File: src/rtl/input_router_ctrl_pkg.sv
// Shared types and default sizing for the input-router row-group sequencer.
// Imported by the interface and the controller.
package input_router_pkg;

    typedef enum logic [2:0] {
        IDLE  = 3'd0,
        CLEAR = 3'd1,
        AGEN  = 3'd2,
        FETCH = 3'd3,
        FWAIT = 3'd4,
        DRAIN = 3'd5,
        DONE  = 3'd6
    } irc_state_e;

    typedef logic [1:0] p_mode_t;

    localparam int unsigned IRC_ROUTER_COUNT = 4;
    localparam int unsigned IRC_ADDR_WIDTH   = 8;
    localparam int unsigned IRC_SPAD_LAT     = 1;
    localparam int unsigned IRC_CNT_WIDTH    = 9;
    // Row id is carried zero-extended to one bit per router.
    localparam int unsigned IRC_ROW_ID_W     = IRC_ROUTER_COUNT;

endpackage

File: src/rtl/input_router_ctrl_if.sv
// Control bundle between the layer scheduler / row group and the sequencer.
// i_start is valid and ~o_busy is ready: a tile is accepted on a cycle where both are high.
interface input_router_ctrl_if
    import input_router_pkg::*;
#(
    parameter int unsigned ROUTER_COUNT = IRC_ROUTER_COUNT,
    parameter int unsigned ADDR_WIDTH   = IRC_ADDR_WIDTH,
    parameter int unsigned CNT_WIDTH    = IRC_CNT_WIDTH
) ();
    logic                    i_start;
    logic                    i_abort;
    p_mode_t                 i_p_mode;
    logic [ADDR_WIDTH-1:0]   i_spad_base;
    logic [CNT_WIDTH-1:0]    i_spad_words;
    logic                    i_rg_addr_empty;
    logic                    i_rg_data_empty;
    logic                    o_reg_clear;
    logic                    o_ag_en;
    logic                    o_ag_valid;
    logic [ROUTER_COUNT-1:0] o_row_id;
    logic                    o_ac_en;
    logic                    o_spad_rd_en;
    logic [ADDR_WIDTH-1:0]   o_spad_rd_addr;
    logic                    o_miso_pop_en;
    p_mode_t                 o_p_mode;
    logic                    o_busy;
    logic                    o_done;
    irc_state_e              o_state;

    modport slave (
        input  i_start, i_abort, i_p_mode, i_spad_base, i_spad_words,
               i_rg_addr_empty, i_rg_data_empty,
        output o_reg_clear, o_ag_en, o_ag_valid, o_row_id, o_ac_en, o_spad_rd_en,
               o_spad_rd_addr, o_miso_pop_en, o_p_mode, o_busy, o_done, o_state
    );

    modport master (
        output i_start, i_abort, i_p_mode, i_spad_base, i_spad_words,
               i_rg_addr_empty, i_rg_data_empty,
        input  o_reg_clear, o_ag_en, o_ag_valid, o_row_id, o_ac_en, o_spad_rd_en,
               o_spad_rd_addr, o_miso_pop_en, o_p_mode, o_busy, o_done, o_state
    );

endinterface

File: src/rtl/input_router_ctrl.sv
// Tile sequencer for one input-router row group: clear, address-gen load,
// scratchpad fetch, MISO drain. All outputs are registered decodes of the next state.
module input_router_ctrl
    import input_router_pkg::*;
#(
    parameter int unsigned ROUTER_COUNT = IRC_ROUTER_COUNT,
    parameter int unsigned ADDR_WIDTH   = IRC_ADDR_WIDTH,
    parameter int unsigned SPAD_LAT     = IRC_SPAD_LAT,
    parameter int unsigned CNT_WIDTH    = IRC_CNT_WIDTH
) (
    input logic                i_clk,
    input logic                i_nrst,
    input_router_ctrl_if.slave bus
);
    localparam logic [CNT_WIDTH:0] RC_CYC  = (CNT_WIDTH+1)'(ROUTER_COUNT);
    localparam logic [CNT_WIDTH:0] LAT_CYC = (CNT_WIDTH+1)'(SPAD_LAT);
    localparam logic [CNT_WIDTH:0] ONE_X   = (CNT_WIDTH+1)'(1);

    irc_state_e              state_q, state_d;
    logic [CNT_WIDTH-1:0]    cnt_q, cnt_d;
    logic [CNT_WIDTH:0]      cnt_ext;
    logic                    abort_clr_q, abort_clr_d;
    logic [ADDR_WIDTH-1:0]   base_q;
    logic [ADDR_WIDTH-1:0]   addr_q, addr_d;
    logic [CNT_WIDTH-1:0]    words_q;
    p_mode_t                 p_mode_q;
    logic [ROUTER_COUNT-1:0] row_id_q, row_id_d;
    logic                    reg_clear_q, ag_en_q, ac_en_q, rd_en_q;
    logic                    pop_en_q, busy_q, done_q;
    logic                    start_acc;

    assign start_acc = (state_q == IDLE) && bus.i_start;
    // Cycles spent in the current state including this one; one bit wider so it never wraps.
    assign cnt_ext   = {1'b0, cnt_q} + ONE_X;

    always_comb begin
        state_d     = state_q;
        abort_clr_d = abort_clr_q;
        if ((state_q != IDLE) && bus.i_abort) begin
            state_d     = CLEAR;
            abort_clr_d = 1'b1;
        end else begin
            case (state_q)
                IDLE: begin
                    if (bus.i_start) begin
                        state_d     = CLEAR;
                        abort_clr_d = 1'b0;
                    end
                end
                CLEAR: state_d = abort_clr_q ? IDLE : AGEN;
                AGEN: begin
                    if (cnt_ext == RC_CYC) state_d = (words_q == '0) ? FWAIT : FETCH;
                end
                FETCH: begin
                    if (cnt_ext == {1'b0, words_q}) state_d = FWAIT;
                end
                FWAIT: begin
                    if ((cnt_ext >= LAT_CYC) && bus.i_rg_addr_empty) state_d = DRAIN;
                end
                DRAIN: begin
                    if ((cnt_ext >= RC_CYC) && bus.i_rg_data_empty) state_d = DONE;
                end
                DONE:    state_d = IDLE;
                default: state_d = IDLE;
            endcase
        end
    end

    always_comb begin
        cnt_d    = (state_d != state_q) ? '0 :
                   ((&cnt_q) ? cnt_q : cnt_ext[CNT_WIDTH-1:0]);
        row_id_d = (state_d == AGEN) ? ROUTER_COUNT'(cnt_d) : '0;
        addr_d   = addr_q;
        if (state_d == FETCH) begin
            addr_d = (state_q == FETCH) ? (addr_q + ADDR_WIDTH'(1)) : base_q;
        end
    end

    always_ff @(posedge i_clk or negedge i_nrst) begin
        if (!i_nrst) begin
            state_q     <= IDLE;
            cnt_q       <= '0;
            abort_clr_q <= 1'b0;
            base_q      <= '0;
            words_q     <= '0;
            p_mode_q    <= '0;
            addr_q      <= '0;
            row_id_q    <= '0;
            reg_clear_q <= 1'b0;
            ag_en_q     <= 1'b0;
            ac_en_q     <= 1'b0;
            rd_en_q     <= 1'b0;
            pop_en_q    <= 1'b0;
            busy_q      <= 1'b0;
            done_q      <= 1'b0;
        end else begin
            state_q     <= state_d;
            cnt_q       <= cnt_d;
            abort_clr_q <= abort_clr_d;
            addr_q      <= addr_d;
            row_id_q    <= row_id_d;
            if (start_acc) begin
                base_q   <= bus.i_spad_base;
                words_q  <= bus.i_spad_words;
                p_mode_q <= bus.i_p_mode;
            end
            reg_clear_q <= (state_d == CLEAR);
            ag_en_q     <= (state_d == AGEN);
            ac_en_q     <= (state_d == FETCH) || (state_d == FWAIT);
            rd_en_q     <= (state_d == FETCH);
            pop_en_q    <= (state_d == DRAIN);
            busy_q      <= (state_d != IDLE);
            done_q      <= (state_d == DONE);
        end
    end

    assign bus.o_reg_clear    = reg_clear_q;
    assign bus.o_ag_en        = ag_en_q;
    assign bus.o_ag_valid     = ag_en_q;
    assign bus.o_row_id       = row_id_q;
    assign bus.o_ac_en        = ac_en_q;
    assign bus.o_spad_rd_en   = rd_en_q;
    assign bus.o_spad_rd_addr = addr_q;
    assign bus.o_miso_pop_en  = pop_en_q;
    assign bus.o_p_mode       = p_mode_q;
    assign bus.o_busy         = busy_q;
    assign bus.o_done         = done_q;
    assign bus.o_state        = state_q;

endmodule

File: src/flat_wrapper.sv
// flat-port wrapper written by rule: the top's interface ports become plain ports
module input_router_ctrl_flat import input_router_pkg::*;
#(
    parameter int unsigned ROUTER_COUNT = IRC_ROUTER_COUNT,
    parameter int unsigned ADDR_WIDTH   = IRC_ADDR_WIDTH,
    parameter int unsigned SPAD_LAT     = IRC_SPAD_LAT,
    parameter int unsigned CNT_WIDTH    = IRC_CNT_WIDTH
)
  (i_clk, i_nrst, bus_i_start, bus_i_abort, bus_i_p_mode, bus_i_spad_base, bus_i_spad_words, bus_i_rg_addr_empty, bus_i_rg_data_empty, bus_o_reg_clear, bus_o_ag_en, bus_o_ag_valid, bus_o_row_id, bus_o_ac_en, bus_o_spad_rd_en, bus_o_spad_rd_addr, bus_o_miso_pop_en, bus_o_p_mode, bus_o_busy, bus_o_done, bus_o_state);
  input_router_ctrl_if #(.ROUTER_COUNT(ROUTER_COUNT), .ADDR_WIDTH(ADDR_WIDTH), .CNT_WIDTH(CNT_WIDTH)) bus_i ();
  input logic i_clk;
  input logic i_nrst;
  input wire logic [$bits(bus_i.i_start)-1:0] bus_i_start;
  input wire logic [$bits(bus_i.i_abort)-1:0] bus_i_abort;
  input wire logic [$bits(bus_i.i_p_mode)-1:0] bus_i_p_mode;
  input wire logic [$bits(bus_i.i_spad_base)-1:0] bus_i_spad_base;
  input wire logic [$bits(bus_i.i_spad_words)-1:0] bus_i_spad_words;
  input wire logic [$bits(bus_i.i_rg_addr_empty)-1:0] bus_i_rg_addr_empty;
  input wire logic [$bits(bus_i.i_rg_data_empty)-1:0] bus_i_rg_data_empty;
  output wire logic [$bits(bus_i.o_reg_clear)-1:0] bus_o_reg_clear;
  output wire logic [$bits(bus_i.o_ag_en)-1:0] bus_o_ag_en;
  output wire logic [$bits(bus_i.o_ag_valid)-1:0] bus_o_ag_valid;
  output wire logic [$bits(bus_i.o_row_id)-1:0] bus_o_row_id;
  output wire logic [$bits(bus_i.o_ac_en)-1:0] bus_o_ac_en;
  output wire logic [$bits(bus_i.o_spad_rd_en)-1:0] bus_o_spad_rd_en;
  output wire logic [$bits(bus_i.o_spad_rd_addr)-1:0] bus_o_spad_rd_addr;
  output wire logic [$bits(bus_i.o_miso_pop_en)-1:0] bus_o_miso_pop_en;
  output wire logic [$bits(bus_i.o_p_mode)-1:0] bus_o_p_mode;
  output wire logic [$bits(bus_i.o_busy)-1:0] bus_o_busy;
  output wire logic [$bits(bus_i.o_done)-1:0] bus_o_done;
  output wire logic [$bits(bus_i.o_state)-1:0] bus_o_state;
  assign bus_i.i_start = bus_i_start;
  assign bus_i.i_abort = bus_i_abort;
  assign bus_i.i_p_mode = bus_i_p_mode;
  assign bus_i.i_spad_base = bus_i_spad_base;
  assign bus_i.i_spad_words = bus_i_spad_words;
  assign bus_i.i_rg_addr_empty = bus_i_rg_addr_empty;
  assign bus_i.i_rg_data_empty = bus_i_rg_data_empty;
  assign bus_o_reg_clear = bus_i.o_reg_clear;
  assign bus_o_ag_en = bus_i.o_ag_en;
  assign bus_o_ag_valid = bus_i.o_ag_valid;
  assign bus_o_row_id = bus_i.o_row_id;
  assign bus_o_ac_en = bus_i.o_ac_en;
  assign bus_o_spad_rd_en = bus_i.o_spad_rd_en;
  assign bus_o_spad_rd_addr = bus_i.o_spad_rd_addr;
  assign bus_o_miso_pop_en = bus_i.o_miso_pop_en;
  assign bus_o_p_mode = bus_i.o_p_mode;
  assign bus_o_busy = bus_i.o_busy;
  assign bus_o_done = bus_i.o_done;
  assign bus_o_state = bus_i.o_state;
  input_router_ctrl #(.ROUTER_COUNT(ROUTER_COUNT), .ADDR_WIDTH(ADDR_WIDTH), .SPAD_LAT(SPAD_LAT), .CNT_WIDTH(CNT_WIDTH)) u_core (.i_clk(i_clk), .i_nrst(i_nrst), .bus(bus_i));
endmodule
File: config.mk
export PLATFORM = sky130hd
export DESIGN_NAME = input_router_ctrl_flat
export DESIGN_NICKNAME = d
export VERILOG_FILES = /design/src/rtl/input_router_ctrl_pkg.sv /design/src/rtl/input_router_ctrl_if.sv /design/src/rtl/input_router_ctrl.sv /design/src/flat_wrapper.sv
export SDC_FILE = /design/constraint.sdc
export NUM_CORES = 1
export LEC_CHECK = 0
export CORE_UTILIZATION = 40
export DETAILED_ROUTE_END_ITERATION = 8
export PLACE_DENSITY = 0.65
export SYNTH_ARGS = -nofsm -noshare
export SYNTH_HDL_FRONTEND = slang
export SYNTH_SLANG_ARGS = --single-unit
File: constraint.sdc
create_clock -name i_clk -period 3.15 [get_ports i_clk]
set_input_delay 0.63 -clock i_clk [delete_from_list [all_inputs] [get_ports i_clk]]
set_output_delay 0.63 -clock i_clk [all_outputs]
set_load 0.005 [all_outputs]
==> qor.txt <==
final setup vio count -> 0
area grow syn2layout -> 27.4%
asr flop ratio synth -> 100%
area leader, netlist -> dfrtp_1
Die Wd -> 88.4 um
Synth Flop Type -> dfrtp_1
Avg Synthesized Cell Area -> 9.80 um2
first-pass GRT wire length -> 12.2 mm
worst-case clock buffer depth -> 2
final period utilization -> 96.4%
Reg2Reg Depth -> 12
CP Max Fanout -> 5
Max stage delay on crit path -> 0.47 ns
Starting DRT DRC Count -> 139
root buffer selected by CTS -> clkbuf_8
Worst Setup End Kind -> flip-flop
initial antenna violation count -> 0
Mapped Nets -> 335
Worst EP required -> 3.33 ns
htree depth -> 2
Crit path max-delay family -> simple AND/OR/NAND/NOR gates
most common cell after layout, fill and taps aside -> dfrtp_1
share of cells above drive strength 1 -> 18.7%
worst-margin pin slew -> 0.608 ns
placed insts -> 455
post-synth cell types -> 59
combinational share of power -> 49.7%
WP depth -> 12
sw power -> 1.21 mW
drt wl/cell -> 15.6 um
I/O Buffers -> 49
clock power share -> 14.3%
Max Cap Violations -> 0
crit path cell chain -> ha_4, and4_4, nand2_2, nor2_1, ha_1, xor2_1, nor3_1, nand4b_1, a2111o_1, a21oi_4, nand2_4, or4_1
most frequent cells in the layout -> 49 x dfrtp_1, 48 x clkdlybuf4s50_1, 29 x nor2_1
IO Pins -> 50
DRT Wirelength -> 7.23 mm
Worst-path clk slew -> 0.10 ns
relative slew slack -> 59.1%
failing checks -> DRC
CP Buf/Inv Count -> 0
gr ovfl total -> 0
sequential share of power -> 36.0%
via count -> 2580
count of flip-flops with a built-in enable after synthesis -> 0
status -> finished, violations left
cts bufs inserted -> 5
Final Wtd Congestion -> 0.824
Leak -> 1.51 nW
DR pass1 iterations -> 6
flops & latches, synth -> 51
Initial Utilization -> 41.2%
CP Launch Type -> flip-flop
sw frac -> 38.0%
final instance area -> 3810 um2
Seq/Total Area, Yosys -> 42.7%
Cell Area, Synth -> 2990 um2
Rows -> 31
clk_lat worst skew -> 0.31 ns
final max-slew violation count -> 0
crit path DAT -> 3.22 ns
Final Hold Viols -> 0
PwrDens -> 835 nW/um2
core area -> 7250 um2
Syn Inst Count -> 305
die area -> 7820 um2
WS Path Type -> reg2reg
top post-synthesis cells by area -> dfrtp_1 43%, mux2_2 7.5%, xnor2_1 4.4%
FMAX -> 329 MHz
DR DRC count -> 2
gr usage total -> 20.3%
fin crit period -> 3.04 ns
dpl hpwl -> 5.50 mm
Hold WC Path Type -> in2async
maximum VDD drop -> 0.433 mV
dpl cell area -> 3680 um2
vias in the first global route -> 2426
# hold bufs at CTS -> 0
CTS Sinks -> 51
clk_skew -> 0.00864 ns
critical path's slowest cell -> or4_1
Post-layout nets -> 394
CTS tree -> done
post-route ant nets -> 0
post-synth top area share -> 42.7%
Pint -> 1.97 mW
post-route insts no fill -> 463
synth warn -> 0
detail-routed via count per cell -> 5.57
largest net degree at the start of global routing -> 22
Chip Height -> 88.4 um
ANT cells -> 0
[routing by layer]
| layer | share of wire (%) | global-route usage (%) | up-vias | wire length (um) |
|---|---|---|---|---|
| met5 | 0 | 0 | - | 0 |
| met4 | 0.91 | 5.43 | 0 | 66 |
| met3 | 4.7 | 3.26 | 7 | 340 |
| met2 | 47 | 32.6 | 60 | 3420 |
| met1 | 47 | 28.4 | 1270 | 3410 |
| li1 | - | - | 1243 | - |
[synthesized netlist by cell type (2+ instances only)]
library cell and n:
dfrtp_1 51, nand3b_1 4, a211oi_1 14, clkbuf_1 10, buf_4 2, nand4_1 4
nand2b_1 2, o21ai_0 18, o211ai_1 4, and4_1 2, inv_1 11, xor2_1 5
nor3_1 5, or3_1 3, and3_1 3, nor3b_1 3, nor2_1 29, buf_2 4
a2bb2oi_1 6, nand3_1 12, a31oi_1 5, a21o_1 2, xnor2_1 15, mux2_2 20
nor2b_1 2, a2111oi_0 4, nand2_1 14, a21oi_1 11, and2_1 2, ha_1 5
nor4_1 5
[worst reg2reg max path, cell delays in order, from the launching register on]
cell,delay (ns)
dfrtp_2,0.40
ha_4,0.14
and4_4,0.25
nand2_2,0.07
nor2_1,0.11
ha_1,0.29
xor2_1,0.18
nor3_1,0.14
nand4b_1,0.20
a2111o_1,0.41
a21oi_4,0.21
nand2_4,0.06
or4_1,0.47
[final cells by class]
type | instances | area (um2)
Multi-Input combinational cell | 224 | 1610
Clock inverter | 2 | 37.5
Timing Repair Buffer | 70 | 643
Fill cell | 704 | 3450
Sequential cell | 51 | 1280
Tap cell | 99 | 124
Clock buffer | 5 | 68.8
Inverter | 12 | 45.0
[power by group through the flow]
stage / Clock, mW / Combinational [mW] / Sequential [mW]
floorplan: 0 / 1.01 / 1.09
global placement: 0 / 1.55 / 1.15
detailed placement: 0 / 1.57 / 1.16
CTS: 0.465 / 1.58 / 1.14
global route: 0.497 / 1.73 / 1.18
finish: 0.454 / 1.58 / 1.14
[per-stage QoR]
stage	setup TNS, ns	power, mW	hold slack (ns)	setup slack, ns	util, %
after floorplan	0	2.10	0.334	0.0239	-
after global placement	0	2.70	0.474	0.150	50.7
after detailed placement	0	2.73	0.487	0.0905	50.7
after CTS	0	3.19	0.187	0.0680	52.2
after global routing	-0.00168	3.41	0.188	-0.00168	52.5
final	0	3.18	0.181	0.112	52.5
[repair_timing]
item	CTS	global route
resized for setup	0	6
setup endpoints to repair	0	10
setup buffers	0	1
[final timing paths]
kind | startpoint | end | slack (ns)
worst max-delay path | u_core.cnt_q[1] | u_core.bus.o_busy | 0.11
worst min-delay path | i_nrst | u_core.cnt_q[1] | 0.18
worst max register to register | u_core.cnt_q[1] | u_core.bus.o_busy | 0.11
worst min register to register | u_core.abort_clr_q | u_core.abort_clr_q | 0.50
max in group asynchronous | i_nrst | u_core.bus.o_spad_rd_addr[6] | 2.41
min in group i_clk | u_core.abort_clr_q | u_core.abort_clr_q | 0.50
[state kept, by name (all words and copies together), names as in the netlist]
register / cells
u_core.bus.o_p_mode: 2
u_core.bus.o_miso_pop_en: 1
u_core.bus.o_busy: 1
u_core.words_q: 9
u_core.bus.o_ag_en: 1
u_core.bus.o_spad_rd_en: 1
u_core.base_q: 8
u_core.bus.o_state: 3
u_core.bus.o_row_id: 4
u_core.bus.o_spad_rd_addr: 8
u_core.cnt_q: 9
u_core.bus.o_done: 1
u_core.bus.o_ac_en: 1
u_core.abort_clr_q: 1
u_core.bus.o_reg_clear: 1
[kinds of logic (layout without fill, tap and decap cells)]
kind of cell	count (synthesis)	count (layout)	synth area share [%]
adder cells (fa/ha/maj)	5	5	2.09
AND/OR/NAND/NOR	98	98	17.6
multiplexers	21	21	8.04
XOR/XNOR	20	20	5.86
buffers and inverters	30	89	4.52
flip-flops	51	51	42.7
AO/OA/AOI/OAI	80	80	19.1
No activity file was read; power rests on OpenSTA's default activity.
==> patch 1: new RTL, config.mk and constraints unchanged <==
Take the reset off `addr_q` and load it in a clocked block of its own.
--- a/src/rtl/input_router_ctrl.sv
+++ b/src/rtl/input_router_ctrl.sv
@@ -85,5 +85,4 @@
             words_q     <= '0;
             p_mode_q    <= '0;
-            addr_q      <= '0;
             row_id_q    <= '0;
             reg_clear_q <= 1'b0;
@@ -98,5 +97,4 @@
             cnt_q       <= cnt_d;
             abort_clr_q <= abort_clr_d;
-            addr_q      <= addr_d;
             row_id_q    <= row_id_d;
             if (start_acc) begin
@@ -113,4 +111,8 @@
             done_q      <= (state_d == DONE);
         end
+    end
+
+    always_ff @(posedge i_clk) begin
+        addr_q <= addr_d;
     end
 
Behaviour: differs if i_nrst is asserted again (counterexample within 10 cycles, from zero or initial values and one cycle with i_nrst low); with i_nrst held inactive, the same outputs for 10 cycles.
==> patch 1 against the unedited design <==
  * The flow finishes with violations (setup timing)
  * Sequential power grew 4%
  * Utilization grew 2.7 points
  * Routed wire length shrank 5.6%
  * Synthesized area shrank 2.1%
  * Fmax shrank 4.0%
  * Total power shrank 2.3%
  * Design area grew 0.69%
  * Sequential cell count is the same
  * Setup slack lost 130 ps
  * First-iteration DRC count shrank 7.9%
  * Combinational power shrank 6%
  * Highest routed layer unchanged
==> patch 1: results (changes against the unedited design) <==
* Count of nets after finishing at 369 (was 394)
* Met3 wire length at 348 microns (was 340 microns)
* Met2 WL at 3313 microns (was 3421 microns)
* Proportion of cell area occupied by multi-input gates at 0.4073 (was 0.4229)
* Violations in the final reports: setup timing (was DRC)
* Worst EP arrival at 3360 ps (was 3220 ps)
* Number of non-clock inverters at 8 (was 12)
* Combinational-cell power consumption at 0.00148 W (was 0.00158 W)
* Flop pwr share at 0.378 (was 0.360)
* Instance count after placement with tap cells included at 418 (was 455)
* Final standard cell utilization of the core at 0.5521 (was 0.5249)
* Internal power at 0.001987 W (was 0.001971 W)
* Count of unique library cells instantiated by Yosys at 57 (was 59)
* Routability cong. at 0.9013 (was 0.8237)
* Maximum cell stage delay along the critical path at 390 ps (was 470 ps)
* Length of the first detailed-routing pass in iterations at 4 (was 6)
* Fraction of final layout cells sized beyond drive strength 1 at 0.2294 (was 0.1868)
* Highest net fanout along the worst path at 4 (was 5)
* Number of DRC markers after the initial detailed-route iteration at 128 (was 139)
* Number of global-route vias before repair at 2136 (was 2426)
* Syn avg cell area at 10.53 sq um (was 9.796 sq um)
* Leakage power of the design at 1.557 nW (was 1.510 nW)
* First-pass GRT wire length at 10810 microns (was 12160 microns)
* Standard cell with the maximum stage delay on the critical path: sky130_fd_sc_hd__dfrtp_1 (was sky130_fd_sc_hd__or4_1)
* Met3 Resource Use GR at 0.02922 (was 0.03265)
* Worst slew margin relative to its limit at 0.3473 (was 0.5909)
* Met1 layer wirelength in the final routing at 2992 microns (was 3405 microns)
* Met1 Use GR at 0.2590 (was 0.2839)
* Clock-cell share at 0.03035 (was 0.02793)
* Run status: finished, violations left (unchanged)
* Final setup violation count at 4 (was 0)
* Min setup slack post-route at -12.89 ps (was 112.4 ps)
* Share of final layout cell area taken by non-clock buffers at 0.1798 (was 0.1689)
* Cell class contributing the biggest share of worst-path delay: compound AO/OA/AOI/OAI gates (was simple AND/OR/NAND/NOR gates)
* WL final at 6826 microns (was 7233 microns)
* Layout fillers at 632 (was 704)
* Number of clock buffers in the layout at 7 (was 5)
* Area after DPL at 3528 sq um (was 3677 sq um)
* Pwr per Cell Area at 810.2 nW/um^2 (was 834.8 nW/um^2)
* Met2 Track Usage GR at 0.2933 (was 0.3259)
* Commonest cells in the synthesized netlist: sky130_fd_sc_hd__dfrtp_1, sky130_fd_sc_hd__mux2_2, sky130_fd_sc_hd__nand2_1, sky130_fd_sc_hd__nand3_1, sky130_fd_sc_hd__nor2_1 (was sky130_fd_sc_hd__dfrtp_1, sky130_fd_sc_hd__nor2_1, sky130_fd_sc_hd__mux2_2, sky130_fd_sc_hd__o21ai_0, sky130_fd_sc_hd__xnor2_1)
-- patch 1: cell types whose count changed after synthesis, sizes merged, moves of 6 or more --
cell,change
nand3,+6
nor3,+9
a211oi,-10
edfxtp,+8
dfrtp,-8
a21oi,-6
a2bb2oi,-6
nor2,-12
o21ai,-10
-- patch 1: worst paths after layout --
path	from	cells past startpoint	endpoint	slack [ps]
setup / recovery	u_core.cnt_q[1]	13	u_core.cnt_q[0]	-10
hold / removal	i_nrst	1	u_core.cnt_q[0]	480
setup reg to reg	u_core.cnt_q[1]	13	u_core.cnt_q[0]	-10
hold reg to reg	u_core.bus.o_p_mode[0]	1	u_core.bus.o_p_mode[0]	520
max in group asynchronous	i_nrst	1	u_core.bus.o_spad_rd_en	2070
min in group i_clk	u_core.bus.o_p_mode[0]	1	u_core.bus.o_p_mode[0]	520
-- patch 1: logic make-up after synthesis --
kind of cell	synth area share
simple gates	0.2031
flops	0.4498
compound gates	0.1227
buf+inv	0.04275
xor+xnor	0.07353
mux	0.08679
fa+ha+maj	0.02138
==> patch 2: new RTL, same settings <==
Made on the original files. The package constant `IRC_ADDR_WIDTH` goes from 8 to 9.
--- a/src/rtl/input_router_ctrl_pkg.sv
+++ b/src/rtl/input_router_ctrl_pkg.sv
@@ -16,5 +16,5 @@
 
     localparam int unsigned IRC_ROUTER_COUNT = 4;
-    localparam int unsigned IRC_ADDR_WIDTH   = 8;
+    localparam int unsigned IRC_ADDR_WIDTH   = 9;
     localparam int unsigned IRC_SPAD_LAT     = 1;
     localparam int unsigned IRC_CNT_WIDTH    = 9;
Interface: changed (resized bus_i_spad_base and bus_o_spad_rd_addr); port bits go from 50 to 52. The function was not compared with the original's and may differ.
==> patch 2 against the unedited design <==
  * The flow finishes with violations (setup timing)
  * Routed wire length fell by 1.6%
  * Total power rose by 1.7%
  * Fmax is 3.7% lower
  * Synthesized area up 2.6%
  * Design area is 3.3% higher
  * Clock skew decreased by 3.8 ps
  * Combinational power increased by 5%
  * Cell count grew 1.7%
  * Sequential power grew 4%
  * Setup slack got worse by 120 ps
  * Sequential cell count grew 2
  * Highest routed layer unchanged
==> patch 2: results (changes against the unedited design) <==
* Run status: finished, violations left (unchanged)
* Violations in the final reports: setup timing (was DRC)
* Termination of the worst setup path: u_core.cnt_q[4] (was u_core.bus.o_busy)
* Length of the first detailed-routing pass in iterations at 4 (was 6)
* Number of DRC markers after the initial detailed-route iteration at 170 (was 139)
* Leakage power of the design at 1.602 nW (was 1.510 nW)
* HPWL after detailed placement at 5144 microns (was 5501 microns)
* Capturing point of the worst reg2reg path: u_core.cnt_q[4] (was u_core.bus.o_busy)
* Placement Setup Slack at 53.80 ps (was 90.51 ps)
* Sequential area share after synthesis at 0.4328 (was 0.4271)
* Sequential standard cell area at 1326 sq um (was 1279 sq um)
* Min setup slack post-route at -4.285 ps (was 112.4 ps)
* Max IR drop VDD at 355.7 uV (was 432.5 uV)
* Count of unique library cells instantiated by Yosys at 68 (was 59)
* First-pass GRT wire length at 11390 microns (was 12160 microns)
* Setup TNS at -6.180 ps (was 0 ps)
* Count of nets after finishing at 402 (was 394)
* GRT Overall Usage at 0.1867 (was 0.2027)
* Layout fillers at 681 (was 704)
* Worst EP arrival at 3390 ps (was 3220 ps)
* Commonest cells in the synthesized netlist: sky130_fd_sc_hd__dfrtp_1, sky130_fd_sc_hd__nor2_1, sky130_fd_sc_hd__mux2_2, sky130_fd_sc_hd__nand2_1, sky130_fd_sc_hd__nand3_1 (was sky130_fd_sc_hd__dfrtp_1, sky130_fd_sc_hd__nor2_1, sky130_fd_sc_hd__mux2_2, sky130_fd_sc_hd__o21ai_0, sky130_fd_sc_hd__xnor2_1)
* Standard cell with the maximum stage delay on the critical path: sky130_fd_sc_hd__dfrtp_1 (was sky130_fd_sc_hd__or4_1)
* Buffers on Ports at 51 (was 49)
* Fraction of final layout cells sized beyond drive strength 1 at 0.1935 (was 0.1868)
* Area after DPL at 3721 sq um (was 3677 sq um)
* Multi-input combinational cell area at 1672 sq um (was 1610 sq um)
* Share of final layout cell area taken by non-clock buffers at 0.1718 (was 0.1689)
* Clock-cell share at 0.02291 (was 0.02793)
* Maximum number of pins on one net before global-route repair at 32 (was 22)
* Number of global-route vias before repair at 2380 (was 2426)
* Area contributors post-synth: sky130_fd_sc_hd__dfrtp_1, sky130_fd_sc_hd__mux2_2, sky130_fd_sc_hd__nor2_1, sky130_fd_sc_hd__xnor2_1, sky130_fd_sc_hd__xor2_1 (was sky130_fd_sc_hd__dfrtp_1, sky130_fd_sc_hd__mux2_2, sky130_fd_sc_hd__xnor2_1, sky130_fd_sc_hd__nor2_1, sky130_fd_sc_hd__a211oi_1)
* Initial antenna violation count at 0 (unchanged)
* Worst slew margin relative to its limit at 0.5424 (was 0.5909)
* Routability cong. at 0.9185 (was 0.8237)
* Count of cells along the worst register-to-register path at 14 (was 12)
* Number of combinational gates with multiple inputs at 227 (was 224)
* Final setup violation count at 2 (was 0)
* Number of storage elements in the synthesis netlist at 53 (was 51)
* Nonclk buf count at 72 (was 70)
==> patch 2: cells by family after synthesis <==
family | Yosys count | share of synthesized area
AND/OR/NAND/NOR | 118 | 0.2111
AO/OA/AOI/OAI | 64 | 0.1625
flip-flops | 53 | 0.4328
buffers and inverters | 30 | 0.04491
multiplexers | 22 | 0.07963
XOR/XNOR | 17 | 0.04859
adder cells (fa/ha/maj) | 5 | 0.02042
==> patch 2: metal layers <==
layer | GRT usage | wire [microns] | share of wire | vias to the layer above
li1 | - | - | - | 1234
met1 | 0.2639 | 3316 | 0.47 | 1192
met2 | 0.2915 | 3127 | 0.44 | 100
met3 | 0.03509 | 488 | 0.069 | 19
met4 | 0.05628 | 184 | 0.026 | 0
met5 | 0 | 0 | 0 | -
==> patch 2: repair_timing <==
item | 4_1_cts | 5_1_grt
setup buffers | 0 | 6
resized for setup | 0 | 8
endpoints found under the setup margin | 0 | 25
==> patch 2: through the flow <==
step	hold slack, ps	util	cells
final	355.3	0.5364	471
after global placement	490.0	0.5076	456
after global routing	390.7	0.5364	471
after detailed placement	498.1	0.5076	456
after CTS	370.7	0.5199	464
after floorplan	334.4	-	309
==> patch 2: worst min-delay path by stage <==
stage / end / slack (ps) / cells past startpoint
global placement: u_core.bus.o_p_mode[0] / 490 / 1
floorplan: u_core.abort_clr_q / 330 / 0
CTS: u_core.bus.o_p_mode[0] / 370 / 1
detailed placement: u_core.base_q[8] / 500 / 1
global route: u_core.bus.o_p_mode[1] / 390 / 1
finish: u_core.bus.o_p_mode[1] / 360 / 1
==> patch 2: report_power, final <==
part / switching, W / total (W) / internal (W)
clock network: 0.000233 / 0.000391 / 0.000158
logic: 0.000764 / 0.00166 / 0.000891
registers: 0.000248 / 0.00119 / 0.000938
